===== src/rtl/imm_encoder_pkg.sv =====
// Shared constants for the immediate encoder and the decode-stage IMM_PICK select.
package imm_encoder_pkg;

    typedef enum logic [2:0] {
        FMT_I = 3'b000,
        FMT_S = 3'b001,
        FMT_U = 3'b010,
        FMT_B = 3'b011,
        FMT_J = 3'b100
    } fmt_e;

    localparam logic [31:0] NOP_WORD  = 32'h0000_0013;
    localparam logic [31:0] ADDR_STEP = 32'd4;

    typedef struct packed {
        logic [31:0] word;
        logic        err;
    } enc_t;

endpackage


===== src/rtl/imm_encoder_pack.sv =====
// Combinational packer: scatters the immediate into the RV32 word for the chosen
// format and flags immediates that the decoder could not reproduce.
module imm_pack
    import imm_encoder_pkg::*;
(
    input  logic [2:0]  i_fmt,
    input  logic [6:0]  i_opcode,
    input  logic [4:0]  i_rd,
    input  logic [4:0]  i_rs1,
    input  logic [4:0]  i_rs2,
    input  logic [2:0]  i_funct3,
    input  logic [31:0] i_imm,
    output logic [31:0] o_word,
    output logic        o_err
);

    // An immediate fits when every bit above the field's sign bit equals it.
    logic w_fit12, w_fit13, w_fit21;
    assign w_fit12 = (&i_imm[31:11]) | ~(|i_imm[31:11]);
    assign w_fit13 = (&i_imm[31:12]) | ~(|i_imm[31:12]);
    assign w_fit21 = (&i_imm[31:20]) | ~(|i_imm[31:20]);

    always_comb begin
        o_word = NOP_WORD;
        o_err  = 1'b1;
        case (i_fmt)
            FMT_I: begin
                o_word = {i_imm[11:0], i_rs1, i_funct3, i_rd, i_opcode};
                o_err  = ~w_fit12;
            end
            FMT_S: begin
                o_word = {i_imm[11:5], i_rs2, i_rs1, i_funct3, i_imm[4:0], i_opcode};
                o_err  = ~w_fit12;
            end
            FMT_U: begin
                o_word = {i_imm[31:12], i_rd, i_opcode};
                o_err  = |i_imm[11:0];
            end
            FMT_B: begin
                o_word = {i_imm[12], i_imm[10:5], i_rs2, i_rs1, i_funct3,
                          i_imm[4:1], i_imm[11], i_opcode};
                o_err  = ~w_fit13 | i_imm[0];
            end
            FMT_J: begin
                o_word = {i_imm[20], i_imm[10:1], i_imm[11], i_imm[19:12], i_rd, i_opcode};
                o_err  = ~w_fit21 | i_imm[0];
            end
            default: begin
                o_word = NOP_WORD;
                o_err  = 1'b1;
            end
        endcase
    end

endmodule


===== src/rtl/imm_encoder.sv =====
// Two-stage valid/ready encoder pipeline with running write address and
// emitted/error statistics.
module imm_encoder
    import imm_encoder_pkg::*;
#(
    parameter logic [31:0] BASE_ADDR = 32'h0000_0000,
    parameter int          CNT_W     = 16
) (
    input  logic             i_clk,
    input  logic             i_reset,
    input  logic             i_clear,
    input  logic             i_in_valid,
    output logic             o_in_ready,
    input  logic [2:0]       i_fmt,
    input  logic [6:0]       i_opcode,
    input  logic [4:0]       i_rd,
    input  logic [4:0]       i_rs1,
    input  logic [4:0]       i_rs2,
    input  logic [2:0]       i_funct3,
    input  logic [31:0]      i_imm,
    output logic             o_out_valid,
    input  logic             i_out_ready,
    output logic [31:0]      o_instruction,
    output logic [31:0]      o_addr,
    output logic             o_err,
    output logic [CNT_W-1:0] o_instr_count,
    output logic [CNT_W-1:0] o_err_count
);

    localparam logic [CNT_W-1:0] CNT_ONE = {{(CNT_W-1){1'b0}}, 1'b1};

    enc_t             w_enc;
    logic             w_s2_load, w_in_fire, w_out_fire;
    logic             r_s1_valid;
    enc_t             r_s1;
    logic             r_out_valid;
    logic [31:0]      r_instruction;
    logic             r_err;
    logic [31:0]      r_addr;
    logic [CNT_W-1:0] r_instr_count;
    logic [CNT_W-1:0] r_err_count;

    imm_pack u_pack (
        .i_fmt    (i_fmt),
        .i_opcode (i_opcode),
        .i_rd     (i_rd),
        .i_rs1    (i_rs1),
        .i_rs2    (i_rs2),
        .i_funct3 (i_funct3),
        .i_imm    (i_imm),
        .o_word   (w_enc.word),
        .o_err    (w_enc.err)
    );

    // IN_READY depends only on pipeline state, CLEAR and OUT_READY, never IN_VALID.
    assign w_s2_load  = ~r_out_valid | i_out_ready;
    assign o_in_ready = ~i_clear & (~r_s1_valid | w_s2_load);
    assign w_in_fire  = i_in_valid & o_in_ready;
    assign w_out_fire = r_out_valid & i_out_ready;

    always_ff @(posedge i_clk or posedge i_reset) begin
        if (i_reset) begin
            r_s1_valid    <= 1'b0;
            r_s1          <= '0;
            r_out_valid   <= 1'b0;
            r_instruction <= '0;
            r_err         <= 1'b0;
            r_addr        <= BASE_ADDR;
            r_instr_count <= '0;
            r_err_count   <= '0;
        end else if (i_clear) begin
            r_s1_valid    <= 1'b0;
            r_out_valid   <= 1'b0;
            r_addr        <= BASE_ADDR;
            r_instr_count <= '0;
            r_err_count   <= '0;
        end else begin
            if (w_in_fire) begin
                r_s1_valid <= 1'b1;
                r_s1       <= w_enc;
            end else if (w_s2_load) begin
                r_s1_valid <= 1'b0;
            end
            if (w_s2_load) begin
                r_out_valid <= r_s1_valid;
                if (r_s1_valid) begin
                    r_instruction <= r_s1.word;
                    r_err         <= r_s1.err;
                end
            end
            if (w_out_fire) begin
                r_addr        <= r_addr + ADDR_STEP;
                r_instr_count <= r_instr_count + CNT_ONE;
                if (r_err && !(&r_err_count))
                    r_err_count <= r_err_count + CNT_ONE;
            end
        end
    end

    assign o_out_valid   = r_out_valid;
    assign o_instruction = r_instruction;
    assign o_addr        = r_addr;
    assign o_err         = r_err;
    assign o_instr_count = r_instr_count;
    assign o_err_count   = r_err_count;

endmodule


===== config.mk =====
export PLATFORM = sky130hd
export DESIGN_NAME = imm_encoder
export DESIGN_NICKNAME = d
export VERILOG_FILES = /design/src/rtl/imm_encoder_pkg.sv /design/src/rtl/imm_encoder_pack.sv /design/src/rtl/imm_encoder.sv
export SDC_FILE = /design/constraint.sdc
export NUM_CORES = 1
export LEC_CHECK = 0
export ABC_AREA = 1
export CORE_ASPECT_RATIO = 0.9
export CORE_MARGIN = 10
export CORE_UTILIZATION = 55
export CTS_CLUSTER_SIZE = 12
export DETAILED_ROUTE_END_ITERATION = 8
export PLACE_DENSITY = 0.87
export SKIP_LAST_GASP = 1
export SLEW_MARGIN = 30
export SYNTH_ARGS = -nofsm -noshare
export SYNTH_HDL_FRONTEND = slang
export SYNTH_SLANG_ARGS = --single-unit

===== constraint.sdc =====
create_clock -name i_clk -period 6.21 [get_ports i_clk]
set_clock_uncertainty 0.05 [all_clocks]
set_input_delay 0.9315 -clock i_clk [delete_from_list [all_inputs] [get_ports i_clk]]
set_output_delay 0.9315 -clock i_clk [all_outputs]
set_load 0.05 [all_outputs]

==> flow_summary_export.csv <==
group,metric,value,unit
worst_setup_path,cp_data_required_time,5.23,ns
clock_tree,numCtsBuffers,17,
yosys,yosys_warnings,0,
worst_setup_path,ff2ff_path_depth,6,
worst_setup_path,path_common_cell,"clkdlybuf4s50_1",
worst_setup_path,critPathTopFamily,"buffers and inverters",
drt,post_drt_via_cell_ratio,5.48,
drt,routedWlPerCell,16.0,µm
clock_tree,postCtsResizedCells,0,
clock_tree,clkSinkCount,130,
hold_path,hp-start,"o_instruction[19]",
sta,rsz0062_at_grt,"false",
yosys,synth_fa_ha_area_share,0.525,%
sta,drv_slew,0,
worst_setup_path,cp-start-kind,"input port",
sta,tightest_slew,0.765,ns
yosys,synthCells,979,
placement,dp_hpwl,15.3,mm
worst_setup_path,path_max_fanout,17,
power_and_ir_drop,leakagePower,4.18,nW
floorplan,dieArea,18000,µm²
drt,route.antenna.remaining_nets,0,
placement,gp_congestion,0.946,
final_layout,layout_common_cells,"268 x nand2_1, 161 x clkdlybuf4s50_1, 131 x inv_1",
grt,antenna_found_initial,0,
final_layout,diodes,0,
clock_tree,clkLatencyLatePin,0.42,ns
floorplan,core,12700,µm²
hold_path,holdPathEnd,"o_instruction[19]",
floorplan,die_w,140,µm
grt,gr-total-overflow,0,
floorplan,io_pins,164,
drt,drc,0,
final_layout,final.fill_count,968,
worst_setup_path,r2r_setup_slack,3.94,ns
final_layout,multiInputGateArea,3220,µm²
sta,max-slew-margin-rel,48.9,%
yosys,ys_ff_latch,130,
worst_setup_path,crit_chain,"clkdlybuf4s50_1 > buf_4 > inv_2 > nand2_1 > inv_1 > clkdlybuf4s50_1",
grt,grt_pass1_vias,6990,
final_layout,regArea,3250,µm²
worst_setup_path,critPathKind,"input port to output port",
drt,initialDrtViolationCount,624,
grt,grt_usage,23.0,%
final_layout,drive_gt1_share,6.38,%
yosys,synth.distinct_cells,39,
worst_setup_path,rr_endpoint,"o_err_count[10]",
worst_setup_path,path_buf_inv,5,
run_status,status,"completed",
floorplan,initial_core_util,56.3,%
hold_path,hold_path_depth,2,
grt,grt_max_degree,88,
clock_tree,ctsHoldBuffers,0,
sta,tns,0,ns
sta,fin_crit_sh,56.8,%
drt,first_pass_iters,5,
sta,max_clock_freq,283,MHz
clock_tree,clockBufferDepth,2,
flow_run,cap_violations,0,
placement,port_buffers,161,
final_layout,final_common_cell,"nand2_1",
worst_setup_path,cp_slowest_cell,"clkdlybuf4s50_1",
clock_tree,post_cts_buffers,0,
drt,routed_wl,21.0,mm
sta,min_period,3.53,ns
clock_tree,cts_tree,"yes",
yosys,syn_area_per_cell,7.30,µm²
clock_tree,cts_max_level,4,
yosys,synth_mux_area_share,0,%
grt,grt_first_pass_wirelength,34.5,mm
final_layout,nets,1201,
yosys,synth_top_family_by_area,"simple AND/OR/NAND/NOR gates",
floorplan,die_h,128,µm
worst_setup_path,rr_startpoint,"o_out_valid",
yosys,synth_xor_area_share,1.23,%
clock_tree,cts-root-buf,"clkbuf_16",
yosys,netlist_area,7150,µm²
sta,setup_viol,0,
worst_setup_path,endpoint_kind,"output port",
floorplan,rows,39,
hold_path,hold_class,"flop to flop",
power_and_ir_drop,p_per_area,252,nW/µm²
drt,vias,7171,
worst_setup_path,slowest_delay,0.81,ns
final_layout,areaGrowthSynthToFinish,31.2,%
worst_setup_path,crit_arrival,2.55,ns
yosys,synth_compound_area_share,12.5,%
power_and_ir_drop,peakVddDrop,221,µV
sta,hold_viol,0,
yosys,ys_seq_area_share,45.5,%
clock_tree,clk_pin_slew,0.05,ns
yosys,yosys.area_share.simple,30.6,%
power_and_ir_drop,p_total,2.36,mW
how the worst max path moves through the flow:
stage / from / to / depth (start not counted)
6_report: i_clear / o_in_ready / 6
5_1_grt: i_clear / o_in_ready / 6
4_1_cts: i_clear / o_in_ready / 6
3_5_place_dp: i_clear / o_in_ready / 6
3_3_place_gp: i_clear / o_in_ready / 6
2_1_floorplan: i_reset / o_addr[10] / 1
cells in the mapped netlist, drive strengths merged:
library cell    n  area, µm²
nor4            3       18.8
nand3          60        330
conb            1       3.75
o221ai          6       52.6
o22ai           4       25.0
a22oi           1       7.51
nand2         274       1040
nor2          100        405
o221a           1       11.3
o21ai         116        599
xor2            9       78.8
a31oi           3       18.8
nor3           28        163
buf            21        123
o21a            1       7.51
a21oi          31        159
nand4          32        200
dfrtp         130       3250
nor3b           2       20.0
ha              3       37.5
o31ai           2       15.0
or2             1       6.26
xnor2           1       8.76
inv           138        518
clkbuf         11       42.5
stage by stage:
stage          instances  utilization [%]  area (µm²)  setup WS, ns  hold WS (ns)
3_5_place_dp        1278             69.8        8850          2.69         0.426
3_3_place_gp        1278             69.7        8850          2.70         0.416
5_1_grt             1308             73.9        9380          2.60         0.463
2_1_floorplan        980                -        7150          1.76         0.428
4_1_cts             1308             73.9        9380          2.69         0.440
6_report            1308             73.9        9380          2.68         0.429
sequential cells by signal, indices dropped and copies added, names as in the netlist:
signal         count
o_err_count       16
r_s1              33
o_instruction     32
o_err              1
o_addr            30
o_out_valid        1
r_s1_valid         1
o_instr_count     16
routing by layer:
metal	up-vias	wire, µm	GRT usage, %	part of all wire, %
li1	3470	-	-	-
met1	3361	8850	29.9	42
met2	309	9920	35.6	47
met3	31	1860	7.44	8.9
met4	0	323	7.58	1.5
met5	-	0	0	0
report_power, final:
group | switching [mW] | total, mW | internal (mW)
clock network | 0.370 | 0.905 | 0.534
registers | 0.0441 | 0.967 | 0.923
logic | 0.331 | 0.492 | 0.161
total | 0.746 | 2.36 | 1.62
final cells by class:
type / instances / area share [%]
flip-flops and latches: 130 / 34.7
multi-input cells: 680 / 34.3
repair buffers: 166 / 17.6
inverters: 138 / 5.58
clock buffers: 21 / 5.02
well taps: 164 / 2.19
clock inverters: 9 / 0.627
kinds of logic (layout without fill, tap and decap cells):
logic type,after synthesis,count (layout)
compound gates,165,165
xor+xnor,10,10
fa+ha+maj,3,3
buf+inv,170,334
flops,130,130
other cells,1,2
simple gates,500,500
tightest hold or removal path, stage by stage, from the launching register on:
cell     delay (ns)
dfrtp_1        0.33
nand2_1        0.05
o21ai_0        0.06
Note: power is estimated with default switching activity, not from simulation.
